`src/rtl/fft_frame_sched_if.sv`:
```
// Signal bundle between the frame scheduler, its two sample requesters,
// the streaming FFT core and the result sink.
interface fft_frame_sched_if #(
    parameter int WIDTH = 16,
    parameter int LOG_N = 6
);
    logic             s0_valid;
    logic             s1_valid;
    logic             s0_ready;
    logic             s1_ready;
    logic [WIDTH-1:0] s0_re;
    logic [WIDTH-1:0] s0_im;
    logic [WIDTH-1:0] s1_re;
    logic [WIDTH-1:0] s1_im;

    logic             fft_di_en;
    logic [WIDTH-1:0] fft_di_re;
    logic [WIDTH-1:0] fft_di_im;
    logic             fft_do_en;
    logic [WIDTH-1:0] fft_do_re;
    logic [WIDTH-1:0] fft_do_im;

    logic             m_valid;
    logic [WIDTH-1:0] m_re;
    logic [WIDTH-1:0] m_im;
    logic [LOG_N-1:0] m_index;
    logic             m_last;
    logic             m_src;

    logic             underrun;
    logic             orphan;
    logic             err_clr;

    // Environment side: requesters, FFT core output and error-clear source.
    modport master (
        output s0_valid, s1_valid, s0_re, s0_im, s1_re, s1_im,
        output fft_do_en, fft_do_re, fft_do_im, err_clr,
        input  s0_ready, s1_ready, fft_di_en, fft_di_re, fft_di_im,
        input  m_valid, m_re, m_im, m_index, m_last, m_src, underrun, orphan
    );

    // Scheduler side.
    modport slave (
        input  s0_valid, s1_valid, s0_re, s0_im, s1_re, s1_im,
        input  fft_do_en, fft_do_re, fft_do_im, err_clr,
        output s0_ready, s1_ready, fft_di_en, fft_di_re, fft_di_im,
        output m_valid, m_re, m_im, m_index, m_last, m_src, underrun, orphan
    );
endinterface

```
`src/rtl/fft_frame_sched.sv`:
```
// Two-requester frame scheduler for a streaming FFT: grants whole N-sample frames, tags each
// frame with its owner and labels the returning results. FFT_SCHED_BITREV_IDX_EN: bit-reversed m_index.
module fft_frame_sched #(
    parameter int WIDTH     = 16,
    parameter int LOG_N     = 6,
    parameter int TAG_DEPTH = 4
) (
    input  logic             clock,
    input  logic             reset,
    fft_frame_sched_if.slave bus
);
    localparam int N     = 1 << LOG_N;
    localparam int PTR_W = (TAG_DEPTH > 1) ? $clog2(TAG_DEPTH) : 1;
    localparam int CNT_W = $clog2(TAG_DEPTH + 1);
    localparam logic [LOG_N-1:0] LAST_IDX = LOG_N'(N - 1);

    typedef enum logic {ST_IDLE = 1'b0, ST_RUN = 1'b1} state_t;

    state_t           state_q, state_d;
    logic             g_q, g_d;
    logic             last_src_q, last_src_d;
    logic [LOG_N-1:0] in_cnt_q, in_cnt_d;
    logic [LOG_N-1:0] out_cnt_q, out_cnt_d;

    logic             tag_mem_q [TAG_DEPTH];
    logic [PTR_W-1:0] wr_ptr_q, wr_ptr_d;
    logic [PTR_W-1:0] rd_ptr_q, rd_ptr_d;
    logic [CNT_W-1:0] tag_cnt_q, tag_cnt_d;

    logic             di_en_q, di_en_d;
    logic [WIDTH-1:0] di_re_q, di_re_d;
    logic [WIDTH-1:0] di_im_q, di_im_d;

    logic             m_valid_q, m_valid_d;
    logic [WIDTH-1:0] m_re_q, m_re_d;
    logic [WIDTH-1:0] m_im_q, m_im_d;
    logic [LOG_N-1:0] m_index_q, m_index_d;
    logic             m_last_q, m_last_d;
    logic             m_src_q, m_src_d;
    logic             underrun_q, underrun_d;
    logic             orphan_q, orphan_d;

    logic             arb_en, tag_full, tag_empty, any_req, winner, grant;
    logic             push, pop, sel_valid, out_last, underrun_set, orphan_set;
    logic [LOG_N-1:0] idx_w;

    function automatic logic [PTR_W-1:0] ptr_inc(input logic [PTR_W-1:0] p);
        return (p == PTR_W'(TAG_DEPTH - 1)) ? '0 : p + PTR_W'(1);
    endfunction

    // Arbitration window: idle, or the cycle carrying the final sample of the current frame.
    assign arb_en    = (state_q == ST_IDLE) || (in_cnt_q == LAST_IDX);
    assign tag_full  = (tag_cnt_q == CNT_W'(TAG_DEPTH));
    assign tag_empty = (tag_cnt_q == '0);
    assign any_req   = bus.s0_valid | bus.s1_valid;
    assign winner    = (bus.s0_valid && bus.s1_valid) ? ~last_src_q : bus.s1_valid;
    assign grant     = arb_en && any_req && !tag_full;
    assign push      = grant;
    assign sel_valid = g_q ? bus.s1_valid : bus.s0_valid;
    assign out_last  = (out_cnt_q == LAST_IDX);
    assign pop       = bus.fft_do_en && out_last && !tag_empty;

`ifdef FFT_SCHED_BITREV_IDX_EN
    genvar gi;
    generate
        for (gi = 0; gi < LOG_N; gi++) begin : g_bitrev
            assign idx_w[gi] = out_cnt_q[LOG_N-1-gi];
        end
    endgenerate
`else
    assign idx_w = out_cnt_q;
`endif

    always_comb begin
        state_d      = state_q;
        g_d          = g_q;
        last_src_d   = last_src_q;
        in_cnt_d     = in_cnt_q;
        di_en_d      = 1'b0;
        di_re_d      = di_re_q;
        di_im_d      = di_im_q;
        underrun_set = 1'b0;
        if (state_q == ST_RUN) begin
            di_en_d  = 1'b1;
            in_cnt_d = in_cnt_q + LOG_N'(1);
            if (sel_valid) begin
                di_re_d = g_q ? bus.s1_re : bus.s0_re;
                di_im_d = g_q ? bus.s1_im : bus.s0_im;
            end else begin
                di_re_d      = '0;
                di_im_d      = '0;
                underrun_set = 1'b1;
            end
        end
        if (arb_en) begin
            if (grant) begin
                state_d    = ST_RUN;
                g_d        = winner;
                in_cnt_d   = '0;
                last_src_d = winner;
            end else begin
                state_d = ST_IDLE;
            end
        end
    end

    always_comb begin
        m_valid_d  = bus.fft_do_en;
        m_last_d   = bus.fft_do_en && out_last;
        m_re_d     = m_re_q;
        m_im_d     = m_im_q;
        m_index_d  = m_index_q;
        m_src_d    = m_src_q;
        out_cnt_d  = out_cnt_q;
        orphan_set = 1'b0;
        if (bus.fft_do_en) begin
            m_re_d     = bus.fft_do_re;
            m_im_d     = bus.fft_do_im;
            m_index_d  = idx_w;
            m_src_d    = tag_empty ? 1'b0 : tag_mem_q[rd_ptr_q];
            orphan_set = tag_empty;
            out_cnt_d  = out_cnt_q + LOG_N'(1);
        end
        wr_ptr_d   = push ? ptr_inc(wr_ptr_q) : wr_ptr_q;
        rd_ptr_d   = pop ? ptr_inc(rd_ptr_q) : rd_ptr_q;
        tag_cnt_d  = tag_cnt_q + CNT_W'(push) - CNT_W'(pop);
        // A set event in the same cycle as err_clr keeps the flag raised.
        underrun_d = underrun_set | (underrun_q & ~bus.err_clr);
        orphan_d   = orphan_set | (orphan_q & ~bus.err_clr);
    end

    always_ff @(posedge clock or posedge reset) begin
        if (reset) begin
            state_q    <= ST_IDLE;
            g_q        <= 1'b0;
            last_src_q <= 1'b1;
            in_cnt_q   <= '0;
            out_cnt_q  <= '0;
            wr_ptr_q   <= '0;
            rd_ptr_q   <= '0;
            tag_cnt_q  <= '0;
            di_en_q    <= 1'b0;
            di_re_q    <= '0;
            di_im_q    <= '0;
            m_valid_q  <= 1'b0;
            m_re_q     <= '0;
            m_im_q     <= '0;
            m_index_q  <= '0;
            m_last_q   <= 1'b0;
            m_src_q    <= 1'b0;
            underrun_q <= 1'b0;
            orphan_q   <= 1'b0;
        end else begin
            state_q    <= state_d;
            g_q        <= g_d;
            last_src_q <= last_src_d;
            in_cnt_q   <= in_cnt_d;
            out_cnt_q  <= out_cnt_d;
            wr_ptr_q   <= wr_ptr_d;
            rd_ptr_q   <= rd_ptr_d;
            tag_cnt_q  <= tag_cnt_d;
            di_en_q    <= di_en_d;
            di_re_q    <= di_re_d;
            di_im_q    <= di_im_d;
            m_valid_q  <= m_valid_d;
            m_re_q     <= m_re_d;
            m_im_q     <= m_im_d;
            m_index_q  <= m_index_d;
            m_last_q   <= m_last_d;
            m_src_q    <= m_src_d;
            underrun_q <= underrun_d;
            orphan_q   <= orphan_d;
        end
    end

    // Tag storage needs no reset: occupancy alone decides which entries are live.
    always_ff @(posedge clock) begin
        if (push) begin
            tag_mem_q[wr_ptr_q] <= winner;
        end
    end

    assign bus.s0_ready  = (state_q == ST_RUN) && !g_q;
    assign bus.s1_ready  = (state_q == ST_RUN) && g_q;
    assign bus.fft_di_en = di_en_q;
    assign bus.fft_di_re = di_re_q;
    assign bus.fft_di_im = di_im_q;
    assign bus.m_valid   = m_valid_q;
    assign bus.m_re      = m_re_q;
    assign bus.m_im      = m_im_q;
    assign bus.m_index   = m_index_q;
    assign bus.m_last    = m_last_q;
    assign bus.m_src     = m_src_q;
    assign bus.underrun  = underrun_q;
    assign bus.orphan    = orphan_q;
endmodule

```
`src/flat_wrapper.sv`:
```
// flat-port wrapper written by rule: the top's interface ports become plain ports
module fft_frame_sched_flat 
#(
    parameter int WIDTH     = 16,
    parameter int LOG_N     = 6,
    parameter int TAG_DEPTH = 4
)
  (clock, reset, bus_s0_valid, bus_s1_valid, bus_s0_re, bus_s0_im, bus_s1_re, bus_s1_im, bus_fft_do_en, bus_fft_do_re, bus_fft_do_im, bus_err_clr, bus_s0_ready, bus_s1_ready, bus_fft_di_en, bus_fft_di_re, bus_fft_di_im, bus_m_valid, bus_m_re, bus_m_im, bus_m_index, bus_m_last, bus_m_src, bus_underrun, bus_orphan);
  fft_frame_sched_if #(.WIDTH(WIDTH), .LOG_N(LOG_N)) bus_i ();
  input  logic clock;
  input  logic reset;
  input wire logic [$bits(bus_i.s0_valid)-1:0] bus_s0_valid;
  input wire logic [$bits(bus_i.s1_valid)-1:0] bus_s1_valid;
  input wire logic [$bits(bus_i.s0_re)-1:0] bus_s0_re;
  input wire logic [$bits(bus_i.s0_im)-1:0] bus_s0_im;
  input wire logic [$bits(bus_i.s1_re)-1:0] bus_s1_re;
  input wire logic [$bits(bus_i.s1_im)-1:0] bus_s1_im;
  input wire logic [$bits(bus_i.fft_do_en)-1:0] bus_fft_do_en;
  input wire logic [$bits(bus_i.fft_do_re)-1:0] bus_fft_do_re;
  input wire logic [$bits(bus_i.fft_do_im)-1:0] bus_fft_do_im;
  input wire logic [$bits(bus_i.err_clr)-1:0] bus_err_clr;
  output wire logic [$bits(bus_i.s0_ready)-1:0] bus_s0_ready;
  output wire logic [$bits(bus_i.s1_ready)-1:0] bus_s1_ready;
  output wire logic [$bits(bus_i.fft_di_en)-1:0] bus_fft_di_en;
  output wire logic [$bits(bus_i.fft_di_re)-1:0] bus_fft_di_re;
  output wire logic [$bits(bus_i.fft_di_im)-1:0] bus_fft_di_im;
  output wire logic [$bits(bus_i.m_valid)-1:0] bus_m_valid;
  output wire logic [$bits(bus_i.m_re)-1:0] bus_m_re;
  output wire logic [$bits(bus_i.m_im)-1:0] bus_m_im;
  output wire logic [$bits(bus_i.m_index)-1:0] bus_m_index;
  output wire logic [$bits(bus_i.m_last)-1:0] bus_m_last;
  output wire logic [$bits(bus_i.m_src)-1:0] bus_m_src;
  output wire logic [$bits(bus_i.underrun)-1:0] bus_underrun;
  output wire logic [$bits(bus_i.orphan)-1:0] bus_orphan;
  assign bus_i.s0_valid = bus_s0_valid;
  assign bus_i.s1_valid = bus_s1_valid;
  assign bus_i.s0_re = bus_s0_re;
  assign bus_i.s0_im = bus_s0_im;
  assign bus_i.s1_re = bus_s1_re;
  assign bus_i.s1_im = bus_s1_im;
  assign bus_i.fft_do_en = bus_fft_do_en;
  assign bus_i.fft_do_re = bus_fft_do_re;
  assign bus_i.fft_do_im = bus_fft_do_im;
  assign bus_i.err_clr = bus_err_clr;
  assign bus_s0_ready = bus_i.s0_ready;
  assign bus_s1_ready = bus_i.s1_ready;
  assign bus_fft_di_en = bus_i.fft_di_en;
  assign bus_fft_di_re = bus_i.fft_di_re;
  assign bus_fft_di_im = bus_i.fft_di_im;
  assign bus_m_valid = bus_i.m_valid;
  assign bus_m_re = bus_i.m_re;
  assign bus_m_im = bus_i.m_im;
  assign bus_m_index = bus_i.m_index;
  assign bus_m_last = bus_i.m_last;
  assign bus_m_src = bus_i.m_src;
  assign bus_underrun = bus_i.underrun;
  assign bus_orphan = bus_i.orphan;
  fft_frame_sched #(.WIDTH(WIDTH), .LOG_N(LOG_N), .TAG_DEPTH(TAG_DEPTH)) u_core (.clock(clock), .reset(reset), .bus(bus_i));
endmodule
```
`config.mk`:
```
export PLATFORM = sky130hd
export DESIGN_NAME = fft_frame_sched_flat
export DESIGN_NICKNAME = d
export VERILOG_FILES = /design/src/rtl/fft_frame_sched_if.sv /design/src/rtl/fft_frame_sched.sv /design/src/flat_wrapper.sv
export SDC_FILE = /design/constraint.sdc
export NUM_CORES = 1
export LEC_CHECK = 0
export ABC_AREA = 1
export CAP_MARGIN = 10
export CORE_AREA = 2 2 92 94
export CTS_CLUSTER_SIZE = 16
export DETAILED_ROUTE_END_ITERATION = 10
export DIE_AREA = 0 0 94 96
export DONT_BUFFER_PORTS = 1
export PLACE_DENSITY = 0.69
export SLEW_MARGIN = 5
export SYNTH_ARGS = -nofsm -noshare
export SYNTH_HDL_FRONTEND = slang
export SYNTH_SLANG_ARGS = --single-unit
```
`constraint.sdc`:
```
create_clock -name clock -period 4.15 [get_ports clock]
set_input_delay 0.6225 -clock clock [delete_from_list [all_inputs] [get_ports clock]]
set_output_delay 0.6225 -clock clock [all_outputs]
set_load 0.02 [all_outputs]
```
==> results of run 1 <==
## cell usage in the layout, fill, tap and decap left out, types with 2 or more instances in the layout
| cell | count |
|---|---|
| clkinv_4 | 2 |
| or2_2 | 11 |
| o21ai_2 | 5 |
| or2_0 | 20 |
| o22ai_1 | 2 |
| xor2_1 | 6 |
| o21ai_0 | 35 |
| a21oi_1 | 2 |
| inv_1 | 25 |
| nand2_2 | 3 |
| o21ai_1 | 25 |
| ha_1 | 9 |
| nor2_1 | 19 |
| clkbuf_8 | 10 |
| edfxtp_1 | 4 |
| nand3_1 | 11 |
| nand4_1 | 3 |
| xnor2_1 | 3 |
| dfrtp_1 | 97 |
| nand2_1 | 186 |
| inv_4 | 3 |
## registers in the layout, summed over array words and instances, names as in the netlist, 2 cells and up
name                  cells
u_core.bus.fft_di_im     16
u_core.bus.fft_di_re     16
u_core.bus.m_im          16
u_core.bus.m_index        6
u_core.bus.m_re          16
u_core.idx_w              6
u_core.in_cnt_q           6
u_core.rd_ptr_q           2
u_core.tag_cnt_q          3
u_core.tag_mem_q          4
u_core.wr_ptr_q           2
## cell usage after synthesis (2+ instances only)
cell,instances
ha_1,9
or2_0,20
nand2_2,3
or2_2,11
edfxtp_1,4
o21ai_1,25
nand4_1,3
clkbuf_2,2
inv_1,26
buf_6,7
nand2_1,186
inv_4,2
xnor2_1,3
buf_2,6
o22ai_1,2
o21ai_0,35
a21oi_1,2
o21ai_2,5
dfrtp_1,97
nand3_1,11
xor2_1,6
nor2_1,19
clkbuf_1,9
## metrics by stage
step / util (%) / total power (µW) / hold WS, ps / instances / area (µm²)
after CTS: 58.9 / 3350 / 272 / 600 / 4740
after floorplan: - / 2520 / 374 / 502 / 4540
after detailed placement: 56.2 / 2680 / 464 / 584 / 4520
after global routing: 58.9 / 3550 / 254 / 600 / 4740
final: 58.9 / 3310 / 298 / 600 / 4740
after global placement: 56.2 / 2640 / 457 / 584 / 4520
## cells by family (layout without fill, tap and decap cells)
kind of cell | Yosys count | in the layout
xor gates and xnor gates | 9 | 9
AOI/OAI and AO/OA | 72 | 72
DFF | 102 | 102
adders and majority gates | 10 | 10
buffers and inverters | 53 | 46
and+or+nand+nor | 255 | 255
muxes | 1 | 1
## area by class of cell
cell class                 count  area [µm²]
clock buffer                  12         166
clock inverter                 4        52.6
fill                         690        3310
inverter                      29         116
multi-input combinational    347        1700
sequential                   102        2570
tap                          105         131
timing repair buffer           1        7.51
## power groups by stage
| stage | clock, µW | sequential [µW] | combinational, µW |
|---|---|---|---|
| after global routing | 725 | 1860 | 967 |
| after CTS | 682 | 1820 | 848 |
| after floorplan | 0 | 1710 | 817 |
| final | 664 | 1810 | 831 |
| after detailed placement | 0 | 1840 | 847 |
| after global placement | 0 | 1830 | 811 |
## per-layer routing
metal	up-vias	wire, µm
li1	1550	-
met1	1458	3890
met2	134	4330
met3	15	773
met4	0	182
met5	-	0
## worst max-delay path by stage
| stage | endpoint | slack, ps | startpoint |
|---|---|---|---|
| 6_report | u_core.bus.fft_di_im[14]$_DFFE_PP0P_ | 1840 | u_core.g_q$_DFFE_PP0P_ |
| 4_1_cts | u_core.bus.fft_di_im[14]$_DFFE_PP0P_ | 1790 | u_core.g_q$_DFFE_PP0P_ |
| 3_3_place_gp | u_core.tag_cnt_q[1]$_DFF_PP0_ | 1910 | u_core.state_q$_DFFE_PP0N_ |
| 5_1_grt | u_core.bus.fft_di_im[14]$_DFFE_PP0P_ | 1620 | u_core.g_q$_DFFE_PP0P_ |
| 2_1_floorplan | u_core.bus.fft_di_en$_DFF_PP0_ | 970 | reset |
| 3_5_place_dp | u_core.bus.fft_di_im[14]$_DFFE_PP0P_ | 1780 | u_core.g_q$_DFFE_PP0P_ |
==> results.sh, run 1 <==
export IMPL_outcome="completed"
export IMPL_ys_top_cells_by_area="dfrtp_1 (54%), nand2_1 (15%), o21ai_0 (3.9%), o21ai_1 (2.8%), or2_0 (2.8%)"
export IMPL_grt_util_met2_pct=31.4
export IMPL_grt_use_total_pct=19.7
export IMPL_wl_um=9170
export IMPL_avgSynthCellArea_um2=9.04
export IMPL_reg2reg_depth=5
export IMPL_preCtsSetupSlack_ps=1780
export IMPL_cp_top_family="flip-flops"
export IMPL_holdPathEnd="u_core.bus.m_valid$_DFF_PP0_"
export IMPL_comb_power_share_pct=25.1
export IMPL_power_density_nw_per_um2=698
export IMPL_grtUsageMet1_pct=25.3
export IMPL_hold_buffers=0
export IMPL_tightest_slew_ps=971
export IMPL_drc=0
export IMPL_netlist_instances=502
export IMPL_synth_edf_count=4
export IMPL_crit_slowest_cell="dfrtp_1"
export IMPL_clk_path_buf_depth=2
export IMPL_peakVddDrop_mv=0.291
export IMPL_start_util_pct=56.3
export IMPL_synthAdderAreaFrac_pct=2.92
export IMPL_min_path_cells=0
export IMPL_via_count=3157
export IMPL_synth_xor_area_share_pct=1.74
export IMPL_power_leakage_uw=0.00233
export IMPL_reg2reg_from="u_core.g_q$_DFFE_PP0P_"
export IMPL_min_from="bus_fft_do_en"
export IMPL_p_seq_share_pct=54.8
export IMPL_via_per_inst=5.26
export IMPL_overflow=0
export IMPL_yosys_most_used_dff="dfrtp_1"
export IMPL_met3_usage_pct=5.48
export IMPL_setup_worst_path_end_class="register"
export IMPL_clk_latency_ps=360
export IMPL_synthDominantCellAreaShare_pct=53.5
export IMPL_required_ps=4360
export IMPL_core_area_um2=8050
export IMPL_tns_ps=0
export IMPL_synth_cell_types=32
export IMPL_cp_common_cell="nand2_2"
export IMPL_maxSlewHeadroom_pct=35.3
export IMPL_dieArea_um2=9020
export IMPL_grt_pass1_vias=2808
export IMPL_drtIter0Drc=109
export IMPL_synth_top_family_by_area="simple AND/OR/NAND/NOR gates"
export IMPL_htree_levels=3
export IMPL_post_dp_hpwl_um=6450
export IMPL_synthMuxAreaShare_pct=0.221
export IMPL_antenna_found_initial=0
export IMPL_cts_setup_buffers=0
export IMPL_period_share_pct=55.6
export IMPL_firstDrtPassIters=4
export IMPL_finalClockSkew_ps=15.0
export IMPL_area_growth_pct=4.58
export IMPL_io_pins=180
export IMPL_rows=33
export IMPL_cts_root_buf="clkbuf_8"
export IMPL_swShare_pct=41.4
export IMPL_fmax_ghz=0.433
export IMPL_final_antenna_net_count=0
export IMPL_wl_per_cell_um=15.3
export IMPL_netlist_area_um2=4540
export IMPL_die_height_um=96
export IMPL_synth_compound_area_share_pct=8.83
export IMPL_cts_tree="done"
export IMPL_synth_seq_area_share_pct=56.7
export IMPL_io_buffers=0
export IMPL_layout_drive_gt1_share_pct=8.48
export IMPL_grt_pass1_wl_um=13600
export IMPL_power_switching_uw=1370
export IMPL_antennaDiodeCount=0
export IMPL_cp_arrival_ps=2520
export IMPL_crit_chain="inv_4 > nand2_1 > nand2_2 > nand2_2 > o21ai_0"
export IMPL_cp_max_fo=37
export IMPL_ys_ff_latch=102
export IMPL_rsz0062_at_grt="false"
export IMPL_yosys_warnings=0
export IMPL_cpPeakStageDelay_ps=980
export IMPL_busiest_layer="met2"
export IMPL_r2r_end="u_core.bus.fft_di_im[14]$_DFFE_PP0P_"
export IMPL_min_period_ps=2310
export IMPL_crit_buf_inv=1
export IMPL_async_flop_share_pct=96.1
export IMPL_nNetsFinal=602
export IMPL_path_depth=5
export IMPL_synth_simple_area_share_pct=23.7
export IMPL_reg2reg_setup_slack_ps=1840
export IMPL_syn_nets=614
export IMPL_maxSlewViolCount=0
export IMPL_setup_ws_ps=1840
export IMPL_startpoint_type="register"
export IMPL_die_x_um=94
export IMPL_path_clk_slew_ps=90
export IMPL_p_int_uw=1940
export IMPL_path_class="register to register"
export IMPL_gp_congestion=0.785
export IMPL_finalHoldViolations=0
export IMPL_pwr_share_clk_pct=20.1
export IMPL_drv_cap=0
export IMPL_hold_path_class="input port to register"
export IMPL_cts_resized=0
export IMPL_grt_max_degree=78
export IMPL_synth_area_leader_cell="dfrtp_1"
export IMPL_setup_violations_final=0
export IMPL_numCtsBuffers=9
export IMPL_clock_sinks=102
Power figures use the tool's default switching activity.
==> inputs of run 2 (changes only) <==
==> constraint.sdc (replaced) <==
create_clock -name clock -period 2.36 [get_ports clock]
set_input_delay 0.354 -clock clock [delete_from_list [all_inputs] [get_ports clock]]
set_output_delay 0.354 -clock clock [all_outputs]
set_load 0.02 [all_outputs]
==> run 2 against run 1 <==
Design area rose by 0.95%. Combinational power grew 90%. Sequential share of layout area fell by 0.51 points. Hold slack got worse by 280 ps. First-iteration DRC count decreased by 7.3%. Sequential cell count unchanged. Non-clock buffer count is 4 higher.
==> results.sh, run 2 (synthesis results as in run 1) <==
export IMPL_crit_path_end="u_core.tag_cnt_q[2]$_DFF_PP0_"
export IMPL_layout_drive_gt1_share_pct=9.02
export IMPL_maxSlewHeadroom_pct=55.5
export IMPL_crit_buf_inv=2
export IMPL_rows=33
export IMPL_crit_path_start="u_core.in_cnt_q[0]$_DFF_PP0_"
export IMPL_antennaDiodeCount=0
export IMPL_startpoint_type="register"
export IMPL_required_ps=2590
export IMPL_setup_worst_path_end_class="register"
export IMPL_setup_violations_final=0
export IMPL_htree_levels=3
export IMPL_place_inst=587
export IMPL_die_height_um=96
export IMPL_grt_pass1_vias=2864
export IMPL_numCtsBuffers=9
export IMPL_dr_wl_met2_um=4470
export IMPL_drc=0
export IMPL_via_per_inst=5.25
export IMPL_reg2reg_depth=9
export IMPL_antenna_found_initial=0
export IMPL_holdWs_ps=15.3
export IMPL_via_count=3169
export IMPL_drv_cap=0
export IMPL_grt_max_degree=99
export IMPL_hold_path_class="input port to asynchronous set/reset pin"
export IMPL_die_x_um=94
export IMPL_clk_latency_ps=350
export IMPL_period_share_pct=90.0
export IMPL_area_growth_pct=5.57
export IMPL_layout_commonest_cell="nand2_1"
export IMPL_peakVddDrop_mv=0.864
export IMPL_power_leakage_uw=0.00235
export IMPL_finalHoldViolations=0
export IMPL_top_layer="met4"
export IMPL_path_clk_slew_ps=100
export IMPL_finalPower_uw=5840
export IMPL_met3_length_um=814
export IMPL_post_dp_hpwl_um=6460
export IMPL_final_cell_mix="nand2_1 (186), dfrtp_1 (97), o21ai_0 (35)"
export IMPL_final_antenna_net_count=0
export IMPL_clk_path_buf_depth=2
export IMPL_min_period_ps=2120
export IMPL_firstDrtPassIters=4
export IMPL_cp_top_family="adder cells"
export IMPL_p_seq_share_pct=53.3
export IMPL_fmax_ghz=0.471
export IMPL_n_fill_cell=691
export IMPL_reg2reg_from="u_core.in_cnt_q[0]$_DFF_PP0_"
export IMPL_start_util_pct=56.3
export IMPL_wl_um=9100
export IMPL_grt_pass1_wl_um=13700
export IMPL_swShare_pct=41.0
export IMPL_overflow=0
export IMPL_io_pins=180
export IMPL_cp_arrival_ps=2350
export IMPL_reg2reg_setup_slack_ps=240
export IMPL_tns_ps=0
export IMPL_drtIter0Drc=101
export IMPL_path_depth=9
export IMPL_grt_use_total_pct=19.6
export IMPL_wl_met1_um=3790
export IMPL_p_int_uw=3450
export IMPL_cts_root_buf="clkbuf_8"
export IMPL_power_density_nw_per_um2=1220
export IMPL_clock_sinks=102
export IMPL_fin_cells=604
export IMPL_r2r_end="u_core.tag_cnt_q[2]$_DFF_PP0_"
export IMPL_rsz0062_at_grt="false"
export IMPL_pwr_share_clk_pct=19.7
export IMPL_wl_per_cell_um=15.1
export IMPL_maxSlewViolCount=0
export IMPL_outcome="completed"
export IMPL_cts_tree="done"
export IMPL_core_area_um2=8050
export IMPL_preCtsSetupSlack_ps=234
export IMPL_power_switching_uw=2390
export IMPL_crit_slowest_cell="dfrtp_1"
export IMPL_gp_congestion=0.810
export IMPL_tightest_slew_ps=665
export IMPL_crit_chain="ha_1 > nand3_1 > o21bai_4 > nand2_2 > inv_1 > ha_1 > inv_1 > fa_1 > xnor2_1"
export IMPL_path_class="register to register"
export IMPL_finalClockSkew_ps=10.2
export IMPL_io_buffers=0
export IMPL_dieArea_um2=9020
export IMPL_cpPeakStageDelay_ps=390
export IMPL_cp_max_fo=11
export IMPL_nNetsFinal=606
export IMPL_setup_ws_ps=235
export IMPL_comb_power_share_pct=27.1
run 2: layout make-up:
cell class                 count  area, µm²  area share [%]
clock inverter                 4       51.3            1.07
inverter                      29        118            2.46
clock buffer                  12        166            3.48
tap                          105        131            2.74
timing repair buffer           5       52.6            1.10
multi-input combinational    347       1700            35.4
sequential                   102       2570            53.7
run 2: worst min path at each step:
stage,endpoint,slack (ps),depth (start not counted)
finish,u_core.bus.m_re[9]$_DFFE_PP0P_,20,2
global route,u_core.bus.m_re[9]$_DFFE_PP0P_,40,2
CTS,u_core.bus.m_valid$_DFF_PP0_,10,0
detailed placement,u_core.bus.m_valid$_DFF_PP0_,390,0
global placement,u_core.bus.m_valid$_DFF_PP0_,390,0
floorplan,u_core.bus.fft_di_en$_DFF_PP0_,370,0
run 2: stage by stage:
step | utilization (%) | cell area (µm²)
global placement | 56.6 | 4560
CTS | 59.3 | 4780
detailed placement | 56.6 | 4560
floorplan | - | 4540
finish | 59.5 | 4790
global route | 59.5 | 4790
run 2: power by group through the flow:
stage,combinational (µW),clock (µW),sequential (µW)
floorplan,1440,0,3000
global placement,1550,0,3130
detailed placement,1620,0,3150
CTS,1610,1180,3120
global route,1850,1260,3190
finish,1580,1150,3110
run 2: per-layer routing:
metal,vias up,global-route usage [%]
li1,1555,-
met1,1481,23.9
met2,131,33.3
met3,2,7.52
met4,0,3.99
met5,-,0
run 2: worst register-to-register path: cells and delay by family, from the launching register on:
family / cells / cell delay [ps]
adders and majority gates: 3 / 740
DFF: 1 / 390
and+or+nand+nor: 2 / 290
buffers and inverters: 2 / 260
AOI/OAI and AO/OA: 1 / 190
xor gates and xnor gates: 1 / 140
run 2: timing repair:
| action | CTS | global route |
|---|---|---|
| hold endpoints to repair | 0 | 1 |
| hold buffers | 0 | 1 |
| buffers inserted | 0 | 0 |
| gates resized for setup | 0 | 0 |
==> inputs of run 3 (changes only) <==
--- a/config.mk
+++ b/config.mk
@@ -13,6 +13,7 @@
 export DIE_AREA = 0 0 94 96
 export DONT_BUFFER_PORTS = 1
 export PLACE_DENSITY = 0.69
+export SKIP_LAST_GASP = 1
 export SLEW_MARGIN = 5
 export SYNTH_ARGS = -nofsm -noshare
 export SYNTH_HDL_FRONTEND = slang
==> results of run 3 <==
Final layout, timing and power as in run 2 (identical DEF).
